$ cat src/rtl/zigzag_reorder_if.sv
// Coefficient stream bundle for zigzag_reorder: row-major input side and zigzag output side.
// master drives din/din_valid and observes outputs; slave is the reorder block.
interface zigzag_reorder_if #(
  parameter int DATA_W = 12
);
  logic                     din_valid;
  logic signed [DATA_W-1:0] din;
  logic signed [DATA_W-1:0] dout;
  logic                     dout_valid;
  logic                     dout_sob;
  logic                     dout_eob;
  logic                     ovf_err;

  modport master (
    output din_valid, din,
    input  dout, dout_valid, dout_sob, dout_eob, ovf_err
  );

  modport slave (
    input  din_valid, din,
    output dout, dout_valid, dout_sob, dout_eob, ovf_err
  );
endinterface

$ cat src/rtl/zigzag_reorder.sv
// 8x8 block zigzag reorder with ping-pong banks: row-major in, zigzag out, 2-cycle read latency.
// Optional write-overflow detection is enabled by defining ZZ_OVF_DETECT_EN.
module zigzag_reorder #(
  parameter int DATA_W = 12
) (
  input  logic             sys_clk,
  input  logic             sys_rst_n,
  zigzag_reorder_if.slave  bus
);

  typedef enum logic {IDLE = 1'b0, READ = 1'b1} state_e;

  // Zigzag index -> row-major address within the 8x8 block.
  localparam logic [5:0] ZZ_LUT [64] = '{
    6'd0,  6'd1,  6'd8,  6'd16, 6'd9,  6'd2,  6'd3,  6'd10,
    6'd17, 6'd24, 6'd32, 6'd25, 6'd18, 6'd11, 6'd4,  6'd5,
    6'd12, 6'd19, 6'd26, 6'd33, 6'd40, 6'd48, 6'd41, 6'd34,
    6'd27, 6'd20, 6'd13, 6'd6,  6'd7,  6'd14, 6'd21, 6'd28,
    6'd35, 6'd42, 6'd49, 6'd56, 6'd57, 6'd50, 6'd43, 6'd36,
    6'd29, 6'd22, 6'd15, 6'd23, 6'd30, 6'd37, 6'd44, 6'd51,
    6'd58, 6'd59, 6'd52, 6'd45, 6'd38, 6'd31, 6'd39, 6'd46,
    6'd53, 6'd60, 6'd61, 6'd54, 6'd47, 6'd55, 6'd62, 6'd63
  };

  logic signed [DATA_W-1:0] mem_q [128];

  state_e                   state_q, state_d;
  logic [5:0]               wr_cnt_q, wr_cnt_d;
  logic [5:0]               rd_cnt_q, rd_cnt_d;
  logic                     wr_bank_q, wr_bank_d;
  logic                     rd_bank_q, rd_bank_d;
  logic [1:0]               full_q, full_d;
  logic                     rd_vld_q, rd_vld_d;
  logic                     rd_sob_q, rd_sob_d;
  logic                     rd_eob_q, rd_eob_d;
  logic signed [DATA_W-1:0] rd_data_q, rd_data_d;
  logic signed [DATA_W-1:0] dout_q, dout_d;
  logic                     dout_valid_q, dout_valid_d;
  logic                     dout_sob_q, dout_sob_d;
  logic                     dout_eob_q, dout_eob_d;

  logic                     wr_en;
  logic                     rd_issue;
  logic                     rd_last;

`ifdef ZZ_OVF_DETECT_EN
  logic ovf_q, ovf_d;

  // A write into a bank still awaiting readout is dropped and flagged.
  assign wr_en = bus.din_valid && !full_q[wr_bank_q];

  always_comb begin
    ovf_d = ovf_q | (bus.din_valid & full_q[wr_bank_q]);
  end

  always_ff @(posedge sys_clk or negedge sys_rst_n) begin
    if (!sys_rst_n) ovf_q <= 1'b0;
    else            ovf_q <= ovf_d;
  end

  assign bus.ovf_err = ovf_q;
`else
  assign wr_en       = bus.din_valid;
  assign bus.ovf_err = 1'b0;
`endif

  always_comb begin
    wr_cnt_d  = wr_cnt_q;
    wr_bank_d = wr_bank_q;
    if (wr_en) begin
      wr_cnt_d = wr_cnt_q + 6'd1;
      if (wr_cnt_q == 6'd63) wr_bank_d = ~wr_bank_q;
    end
  end

  // Clear before set so a bank finishing read and one finishing write can share an edge.
  always_comb begin
    full_d = full_q;
    if (rd_issue && rd_last)             full_d[rd_bank_q] = 1'b0;
    if (wr_en && (wr_cnt_q == 6'd63))    full_d[wr_bank_q] = 1'b1;
  end

  always_comb begin
    state_d = state_q;
    case (state_q)
      IDLE: if (full_q[rd_bank_q]) state_d = READ;
      READ: if (rd_last && !full_q[~rd_bank_q]) state_d = IDLE;
      default: state_d = IDLE;
    endcase
  end

  // IDLE issues zigzag index 0 in the same cycle a full bank is seen, saving a cycle of latency.
  always_comb begin
    rd_last   = (rd_cnt_q == 6'd63);
    rd_issue  = (state_q == READ) || full_q[rd_bank_q];
    rd_cnt_d  = rd_issue ? rd_cnt_q + 6'd1 : rd_cnt_q;
    rd_bank_d = (rd_issue && rd_last) ? ~rd_bank_q : rd_bank_q;
    rd_vld_d  = rd_issue;
    rd_sob_d  = rd_issue && (rd_cnt_q == 6'd0);
    rd_eob_d  = rd_issue && rd_last;
    rd_data_d = mem_q[{rd_bank_q, ZZ_LUT[rd_cnt_q]}];
  end

  always_comb begin
    dout_d       = rd_vld_q ? rd_data_q : dout_q;
    dout_valid_d = rd_vld_q;
    dout_sob_d   = rd_vld_q & rd_sob_q;
    dout_eob_d   = rd_vld_q & rd_eob_q;
  end

  always_ff @(posedge sys_clk) begin
    if (wr_en) mem_q[{wr_bank_q, wr_cnt_q}] <= bus.din;
    rd_data_q <= rd_data_d;
  end

  always_ff @(posedge sys_clk or negedge sys_rst_n) begin
    if (!sys_rst_n) begin
      state_q      <= IDLE;
      wr_cnt_q     <= 6'd0;
      rd_cnt_q     <= 6'd0;
      wr_bank_q    <= 1'b0;
      rd_bank_q    <= 1'b0;
      full_q       <= 2'b00;
      rd_vld_q     <= 1'b0;
      rd_sob_q     <= 1'b0;
      rd_eob_q     <= 1'b0;
      dout_q       <= '0;
      dout_valid_q <= 1'b0;
      dout_sob_q   <= 1'b0;
      dout_eob_q   <= 1'b0;
    end else begin
      state_q      <= state_d;
      wr_cnt_q     <= wr_cnt_d;
      rd_cnt_q     <= rd_cnt_d;
      wr_bank_q    <= wr_bank_d;
      rd_bank_q    <= rd_bank_d;
      full_q       <= full_d;
      rd_vld_q     <= rd_vld_d;
      rd_sob_q     <= rd_sob_d;
      rd_eob_q     <= rd_eob_d;
      dout_q       <= dout_d;
      dout_valid_q <= dout_valid_d;
      dout_sob_q   <= dout_sob_d;
      dout_eob_q   <= dout_eob_d;
    end
  end

  assign bus.dout       = dout_q;
  assign bus.dout_valid = dout_valid_q;
  assign bus.dout_sob   = dout_sob_q;
  assign bus.dout_eob   = dout_eob_q;

endmodule

$ cat src/flat_wrapper.sv
// flat-port wrapper written by rule: the top's interface ports become plain ports
module zigzag_reorder_flat 
#(
  parameter int DATA_W = 12
)
  (sys_clk, sys_rst_n, bus_din_valid, bus_din, bus_dout, bus_dout_valid, bus_dout_sob, bus_dout_eob, bus_ovf_err);
  zigzag_reorder_if #(.DATA_W(DATA_W)) bus_i ();
  input  logic sys_clk;
  input  logic sys_rst_n;
  input wire logic [$bits(bus_i.din_valid)-1:0] bus_din_valid;
  input wire logic [$bits(bus_i.din)-1:0] bus_din;
  output wire logic [$bits(bus_i.dout)-1:0] bus_dout;
  output wire logic [$bits(bus_i.dout_valid)-1:0] bus_dout_valid;
  output wire logic [$bits(bus_i.dout_sob)-1:0] bus_dout_sob;
  output wire logic [$bits(bus_i.dout_eob)-1:0] bus_dout_eob;
  output wire logic [$bits(bus_i.ovf_err)-1:0] bus_ovf_err;
  assign bus_i.din_valid = bus_din_valid;
  assign bus_i.din = bus_din;
  assign bus_dout = bus_i.dout;
  assign bus_dout_valid = bus_i.dout_valid;
  assign bus_dout_sob = bus_i.dout_sob;
  assign bus_dout_eob = bus_i.dout_eob;
  assign bus_ovf_err = bus_i.ovf_err;
  zigzag_reorder #(.DATA_W(DATA_W)) u_core (.sys_clk(sys_clk), .sys_rst_n(sys_rst_n), .bus(bus_i));
endmodule
$ cat config.mk
export PLATFORM = sky130hd
export DESIGN_NAME = zigzag_reorder_flat
export DESIGN_NICKNAME = d
export VERILOG_FILES = /design/src/rtl/zigzag_reorder_if.sv /design/src/rtl/zigzag_reorder.sv /design/src/flat_wrapper.sv
export SDC_FILE = /design/constraint.sdc
export NUM_CORES = 2
export LEC_CHECK = 0
export ABC_AREA = 1
export CORE_MARGIN = 1.5
export CORE_UTILIZATION = 50
export CTS_CLUSTER_DIAMETER = 30
export DETAILED_ROUTE_END_ITERATION = 6
export HOLD_SLACK_MARGIN = 0.06
export PLACE_DENSITY = 0.68
export REMOVE_ABC_BUFFERS = 1
export SLEW_MARGIN = 20
export SYNTH_ARGS = -nofsm -noshare
export SYNTH_HDL_FRONTEND = slang
export SYNTH_SLANG_ARGS = --single-unit
export TNS_END_PERCENT = 100
$ cat constraint.sdc
create_clock -name sys_clk -period 2.65 [get_ports sys_clk]
set_input_delay 0.795 -clock sys_clk [delete_from_list [all_inputs] [get_ports sys_clk]]
set_output_delay 0.795 -clock sys_clk [all_outputs]
set_load 0.05 [all_outputs]
==> impl_metrics.tcl <==
set metrics [dict create \
    ys_warn_count 0 \
    synth_compound_area_share_pct 1.48 \
    slew_violations 0 \
    antenna_found_initial 8 \
    insertion_delay_ns 0.91 \
    hold_viol 0 \
    htreeDepth 5 \
    fin_nets 7255 \
    worst_ep_arrival_time_ns 3.86 \
    required_ns 3.41 \
    synthMuxAreaShare_pct 0.196 \
    setup_slack_ns -0.447 \
    peakVddDrop_v 0.000822 \
    slew-limit-headroom_pct 39.6 \
    vias 51502 \
    p_leak_nw 38.3 \
    grt_usage_pct 30.0 \
    ys_seq_area_share_pct 68.6 \
    hold-worst-slack_ns 0.302 \
    cts_buffers 332 \
    status "finished with violations" \
    critical_path_class "reg -> reg" \
    drive_above_1_share_pct 19.2 \
    area_delta_synth_final_pct 30.9 \
    cap_violations 0 \
    cts.sinks 1583 \
    grt_pass1_vias 51140 \
    async_flop_share_pct 2.21 \
    finalCriticalPeriod_ns 3.10 \
    yosysUniqueCellTypes 34 \
    synth_top_family_by_area "simple AND/OR/NAND/NOR gates" \
    worst_slew_pin_slew_ns 0.906 \
    drc 0 \
    die_w_um 374 \
    vias_per_cell 5.55 \
    hp-class "in -> reg" \
    antenna_left 0 \
    path_max_fanout 11 \
    fillers 9650 \
    synth_adder_area_share_pct 0.291 \
    place_hpwl_mm 121 \
    ys_ff_latch 1583 \
    grt_pass1_wl_mm 316 \
    die_height_um 374 \
    synthTopCellsByArea "edfxtp_1, nand2_1, nand3_1, inv_1, buf_2" \
    power.density_nw_per_um2 797 \
    synthFlopType "edfxtp_1" \
    synth-simple-area-share_pct 20.3 \
    start_util_pct 50.2 \
    cts_tree "done" \
    first_pass_iters 7 \
    violations "negative setup slack" \
    num_rows 136 \
    die_area_um2 140000 \
    synth.avg_cell_area_um2 10.4 \
    grt_setup_unrepaired "true" \
    drt_iter0_drc 6667 \
    fin_crit_sh_pct 117 \
    clock_skew_ns 0.0606 \
    cts_root_buffer "clkbuf_16" \
    total_power_w 0.0719 \
    cts_max_path_buffers 4 \
    port_buffers 29 \
    grt_start_max_net_pins 67 \
    pre_cts_ws_ns -0.981 \
    setup_violations 12 \
    achievable-frequency_mhz 323 \
    synth_edf_count 1536 \
    ios 31 \
    grt_remaining_overflow 0 \
    fp.coreArea_um2 137000 \
    post_drt_wl_per_cell_um 23.0 \
    synthCells 6607 \
    netlist_area_um2 68900 \
    cts.clk_slew.worst_paths_ns 0.05 \
    synth_top_cell_by_area "edfxtp_1" \
    synth_top_area_share_pct 67.0 \
    synth_xor_area_share_pct 0.127 \
    cp-end-kind "flip-flop" \
    cp-start-kind "flip-flop" \
    routed_wirelength_mm 213 \
    reg2reg_slack_ns -0.45 \
    gp_congestion 0.922 \
]
[repair_timing]
item	4_1_cts	5_1_grt
setup endpoints to repair	27	12
setup buffers	47	10
endpoints found under the hold margin	35	0
gates cloned	30	9
hold buffers	1	0
pin swaps	52	41
gates resized for setup	316	116
[sequential cells by signal, summed over array words and instances, names as in the netlist]
register	cells
u_core.rd_eob_q	1
u_core.wr_bank_q	1
u_core.dout_valid_d	1
u_core.bus.dout_eob	1
u_core.rd_sob_q	1
u_core.rd_bank_q	1
u_core.rd_cnt_q	6
u_core.full_q	2
u_core.state_q	1
u_core.bus.dout_sob	1
u_core.rd_data_q	12
u_core.bus.dout	12
u_core.bus.dout_valid	1
u_core.mem_q	1536
u_core.wr_cnt_q	6
[worst max-delay path: stages (launching register included)]
cell,delay (ns)
dfrtp_1,0.38
inv_2,0.07
buf_6,0.13
buf_4,0.13
ha_2,0.19
inv_2,0.06
nor2_1,0.04
o211ai_1,0.23
buf_4,0.17
nand3_4,0.12
buf_12,0.20
buf_12,0.16
buf_12,0.14
nand3_1,0.08
nand3_1,0.16
nand3_1,0.19
nand3_2,0.15
nand3_2,0.13
nand2_1,0.09
nand2_1,0.08
nand2_1,0.05
[cell type report]
| cell class | count | area (um^2) | share of cell area, % |
|---|---|---|---|
| Sequential cell | 1583 | 47200 | 52.4 |
| Multi-Input combinational cell | 3478 | 17100 | 19.0 |
| Clock buffer | 369 | 8620 | 9.56 |
| Timing Repair Buffer | 634 | 7980 | 8.85 |
| Inverter | 1195 | 4500 | 4.99 |
| Clock inverter | 216 | 2410 | 2.68 |
| Tap cell | 1794 | 2240 | 2.49 |
| Antenna cell | 6 | 15.0 | 0.0167 |
[power by group]
part / switching, W / internal, W / total [W] / leakage [nW]
Clock: 0.0134 / 0.0275 / 0.0409 / 5.28
Sequential: 0.000195 / 0.0281 / 0.0283 / 14.3
Combinational: 0.00202 / 0.000630 / 0.00265 / 18.7
Total: 0.0156 / 0.0563 / 0.0719 / 38.3
[path summary, 6_finish.rpt]
check	from	end	depth (start not counted)
setup reg to reg	u_core.rd_cnt_q[1]$_DFFE_PN0P_	u_core.rd_data_q[9]$_DFF_P_	20
hold reg to reg	u_core.rd_eob_q$_DFF_PN0_	u_core.bus.dout_eob$_DFF_PN0_	2
hold / removal	bus_din[7]	u_core.mem_q[36][7]$_DFFE_PP_	1
setup / recovery	u_core.rd_cnt_q[1]$_DFFE_PN0P_	u_core.rd_data_q[9]$_DFF_P_	20
min in group asynchronous	sys_rst_n	u_core.wr_cnt_q[4]$_DFFE_PN0P_	2
max in group asynchronous	sys_rst_n	u_core.rd_cnt_q[5]$_DFFE_PN0P_	2
[cell usage after synthesis (2+ instances only)]
| cell | number |
|---|---|
| a21oi_1 | 4 |
| buf_2 | 244 |
| nor3_1 | 6 |
| dfrtp_1 | 35 |
| dfxtp_1 | 12 |
| buf_4 | 21 |
| o21ai_0 | 15 |
| xor2_1 | 10 |
| nor2_1 | 157 |
| o211ai_1 | 102 |
| mux2_2 | 12 |
| nand3_1 | 1269 |
| inv_1 | 1190 |
| inv_2 | 5 |
| ha_1 | 16 |
| edfxtp_1 | 1536 |
| buf_1 | 24 |
| o21ai_1 | 2 |
| buf_6 | 3 |
| o21bai_1 | 12 |
| nand2_2 | 2 |
| nand2_1 | 1860 |
| clkbuf_1 | 59 |
[through the flow]
stage	utilization, %	std cells	setup TNS (ns)	area (um^2)
after floorplan	-	6256	-144.68	67200
after global placement	54.9	8589	-25.33	75300
after detailed placement	54.9	8589	-33.21	75300
after CTS	65.1	9251	-4.03	89200
after global routing	65.7	9269	-6.11	90100
final	65.7	9275	-4.97	90100
[layer usage]
| metal | GRT usage (%) | share of wire, % | up-vias |
|---|---|---|---|
| met3 | 5.97 | 10 | 681 |
| met5 | 0 | 0.012 | - |
| li1 | - | - | 23045 |
| met1 | 38.6 | 37 | 24621 |
| met2 | 47.7 | 47 | 3151 |
| met4 | 17.3 | 6.0 | 4 |
[cell families after synthesis]
| group | after synthesis |
|---|---|
| AND/OR/NAND/NOR | 3297 |
| XOR/XNOR | 10 |
| multiplexers | 12 |
| buffers and inverters | 1546 |
| adder cells (fa/ha/maj) | 16 |
| AO/OA/AOI/OAI | 142 |
| other | 1 |
| flip-flops | 1583 |
[cell usage in the layout (no fill, tap or decap), drive strengths merged, types with 2 or more instances in the layout]
cell / netlist / final
bufbuf: 0 / 18
diode: 0 / 6
o211ai: 102 / 102
dfrtp: 35 / 35
bufinv: 0 / 43
xor2: 10 / 10
o21ai: 18 / 18
nor2: 159 / 159
nand3: 1269 / 1269
o311ai: 2 / 2
dlygate4sd2: 0 / 15
nor3: 6 / 6
o21bai: 12 / 12
nand2: 1862 / 1862
a21oi: 4 / 4
inv: 1195 / 1220
edfxtp: 1536 / 1536
buf: 292 / 589
mux2: 12 / 12
dfxtp: 12 / 12
clkinvlp: 0 / 45
clkinv: 0 / 103
clkbuf: 59 / 379
ha: 16 / 16
Note: power is estimated with default switching activity, not from simulation.
==> edit (same settings) <==
`DATA_W` is set to 12 in 3 places; all go to 10.
--- a/src/rtl/zigzag_reorder_if.sv
+++ b/src/rtl/zigzag_reorder_if.sv
@@ -1,7 +1,7 @@
 // Coefficient stream bundle for zigzag_reorder: row-major input side and zigzag output side.
 // master drives din/din_valid and observes outputs; slave is the reorder block.
 interface zigzag_reorder_if #(
-  parameter int DATA_W = 12
+  parameter int DATA_W = 10
 );
   logic                     din_valid;
   logic signed [DATA_W-1:0] din;
--- a/src/rtl/zigzag_reorder.sv
+++ b/src/rtl/zigzag_reorder.sv
@@ -1,7 +1,7 @@
 // 8x8 block zigzag reorder with ping-pong banks: row-major in, zigzag out, 2-cycle read latency.
 // Optional write-overflow detection is enabled by defining ZZ_OVF_DETECT_EN.
 module zigzag_reorder #(
-  parameter int DATA_W = 12
+  parameter int DATA_W = 10
 ) (
   input  logic             sys_clk,
   input  logic             sys_rst_n,
--- a/src/flat_wrapper.sv
+++ b/src/flat_wrapper.sv
@@ -1,7 +1,7 @@
 // flat-port wrapper written by rule: the top's interface ports become plain ports
 module zigzag_reorder_flat 
 #(
-  parameter int DATA_W = 12
+  parameter int DATA_W = 10
 )
   (sys_clk, sys_rst_n, bus_din_valid, bus_din, bus_dout, bus_dout_valid, bus_dout_sob, bus_dout_eob, bus_ovf_err);
   zigzag_reorder_if #(.DATA_W(DATA_W)) bus_i ();
Interface: changed (resized bus_din and bus_dout); port bits go from 31 to 27. The function was not compared with the original's and may differ.
==> edit against the unedited design <==
The flow finishes with violations (design-rule violations, negative setup slack); worst setup slack worse by 0.0047 ns; synthesized area is 15% lower; critical path depth is 3 higher; power down 22%; final area shrank 17%; critical endpoint is now u_core.rd_data_q[3]; largest cell class unchanged; highest routed layer unchanged; hold slack better by 0.073 ns; wire length shrank 17%; maximum frequency decreased by 0.15%; critical path type unchanged; sequential cell count down 260; cell count is 19% lower; sequential share of layout area rose by 0.30 points; clock skew about the same; largest power group unchanged.
==> edit: results (changes against the unedited design) <==
Timing:
- The setup slack of the critical path after layout is -0.452 ns (-0.00474 ns).
- The final-report setup violation count was 10 (-2).
- The summed negative setup slack over all endpoints came to -4.35 ns (+0.623 ns).

GRT:
- The met1 usage in global routing is 0.392 (+0.00561).
- The met3 track demand over resource in global routing is 0.0632 (+0.00354).
- The initial antenna violation count is 5 (-3).
- The aggregate global-route resource usage came to 0.292 (-0.00829).
- The met2 usage in global routing is 0.464 (-0.0136).

Finish:
- The final antenna diode count came to 0 (-6).
- The number of flip-flops under the largest register name is 1,280 (-17%).

Yosys:
- Counting instances in the post-synthesis netlist gives the leading cell types as edfxtp_1 (1,280), nand3_1 (1,128), nand2_1 (1,067).
- The portion of netlist area occupied by mux cells came to 0.00193 (-0.0000344).
- The async set-reset flop share out of synthesis is 0.0249 (+0.00283).

Run status:
- The checks that failed: design-rule violations, negative setup slack.
- The flow ran to the end, but the final reports show violations.

Setup path:
- The worst-case reg-to-reg path depth came to 23 (+15%).
- The worst endpoint data arrival time is 3.81 ns (-0.05 ns).
- The end of the critical path is u_core.rd_data_q[3].

Place:
- The post-placement cell count is 7,038 (-18%).
- The number of buffers inserted by port buffering is 25 (-14%).

Floorplanning:
- The die outline area was 0.119 mm^2 (-15%).

Hold path:
- For hold timing, the worst endpoint is u_core.mem_q[35][8].

Routing:
- The average wire per cell in the routed design was 23.4 um (+1.7%).
- The routed wire length on met3 is 18,200 um (-17%).
- The number of remaining DRC errors was 1 (+1).

Clock network:
- The post-CTS resize count is 236 (-25%).
- The deepest clock path buffer count is 3 (-1).
- The insertion delay of the later-clocked pin in the worst-skew pair came to 0.84 ns (-0.07 ns).
-- edit: stage by stage --
step | instance area [um^2] | power [mW] | setup slack [ns]
2_1_floorplan | 56700 | 24.8 | -34.98
3_3_place_gp | 64200 | 26.3 | -0.921
3_5_place_dp | 64200 | 26.3 | -0.908
4_1_cts | 74200 | 56.2 | -0.395
5_1_grt | 74900 | 57.4 | -0.589
6_report | 74900 | 56.1 | -0.452
-- edit: power by group --
group | total (mW) | leakage (nW) | switching (mW) | internal (mW)
clock network | 30.1 | 3.88 | 10.7 | 19.4
logic | 2.39 | 13.6 | 1.80 | 0.592
registers | 23.6 | 12.0 | 0.170 | 23.5
total | 56.1 | 29.4 | 12.7 | 43.4
-- edit: area by class of cell --
cell class / count / area, um^2
tap: 1524 / 1910
timing repair buffer: 623 / 7020
fill: 8352 / 41200
clock inverter: 174 / 1880
multi-input combinational: 2973 / 15900
clock buffer: 272 / 6200
sequential: 1323 / 39500
inverter: 659 / 2500
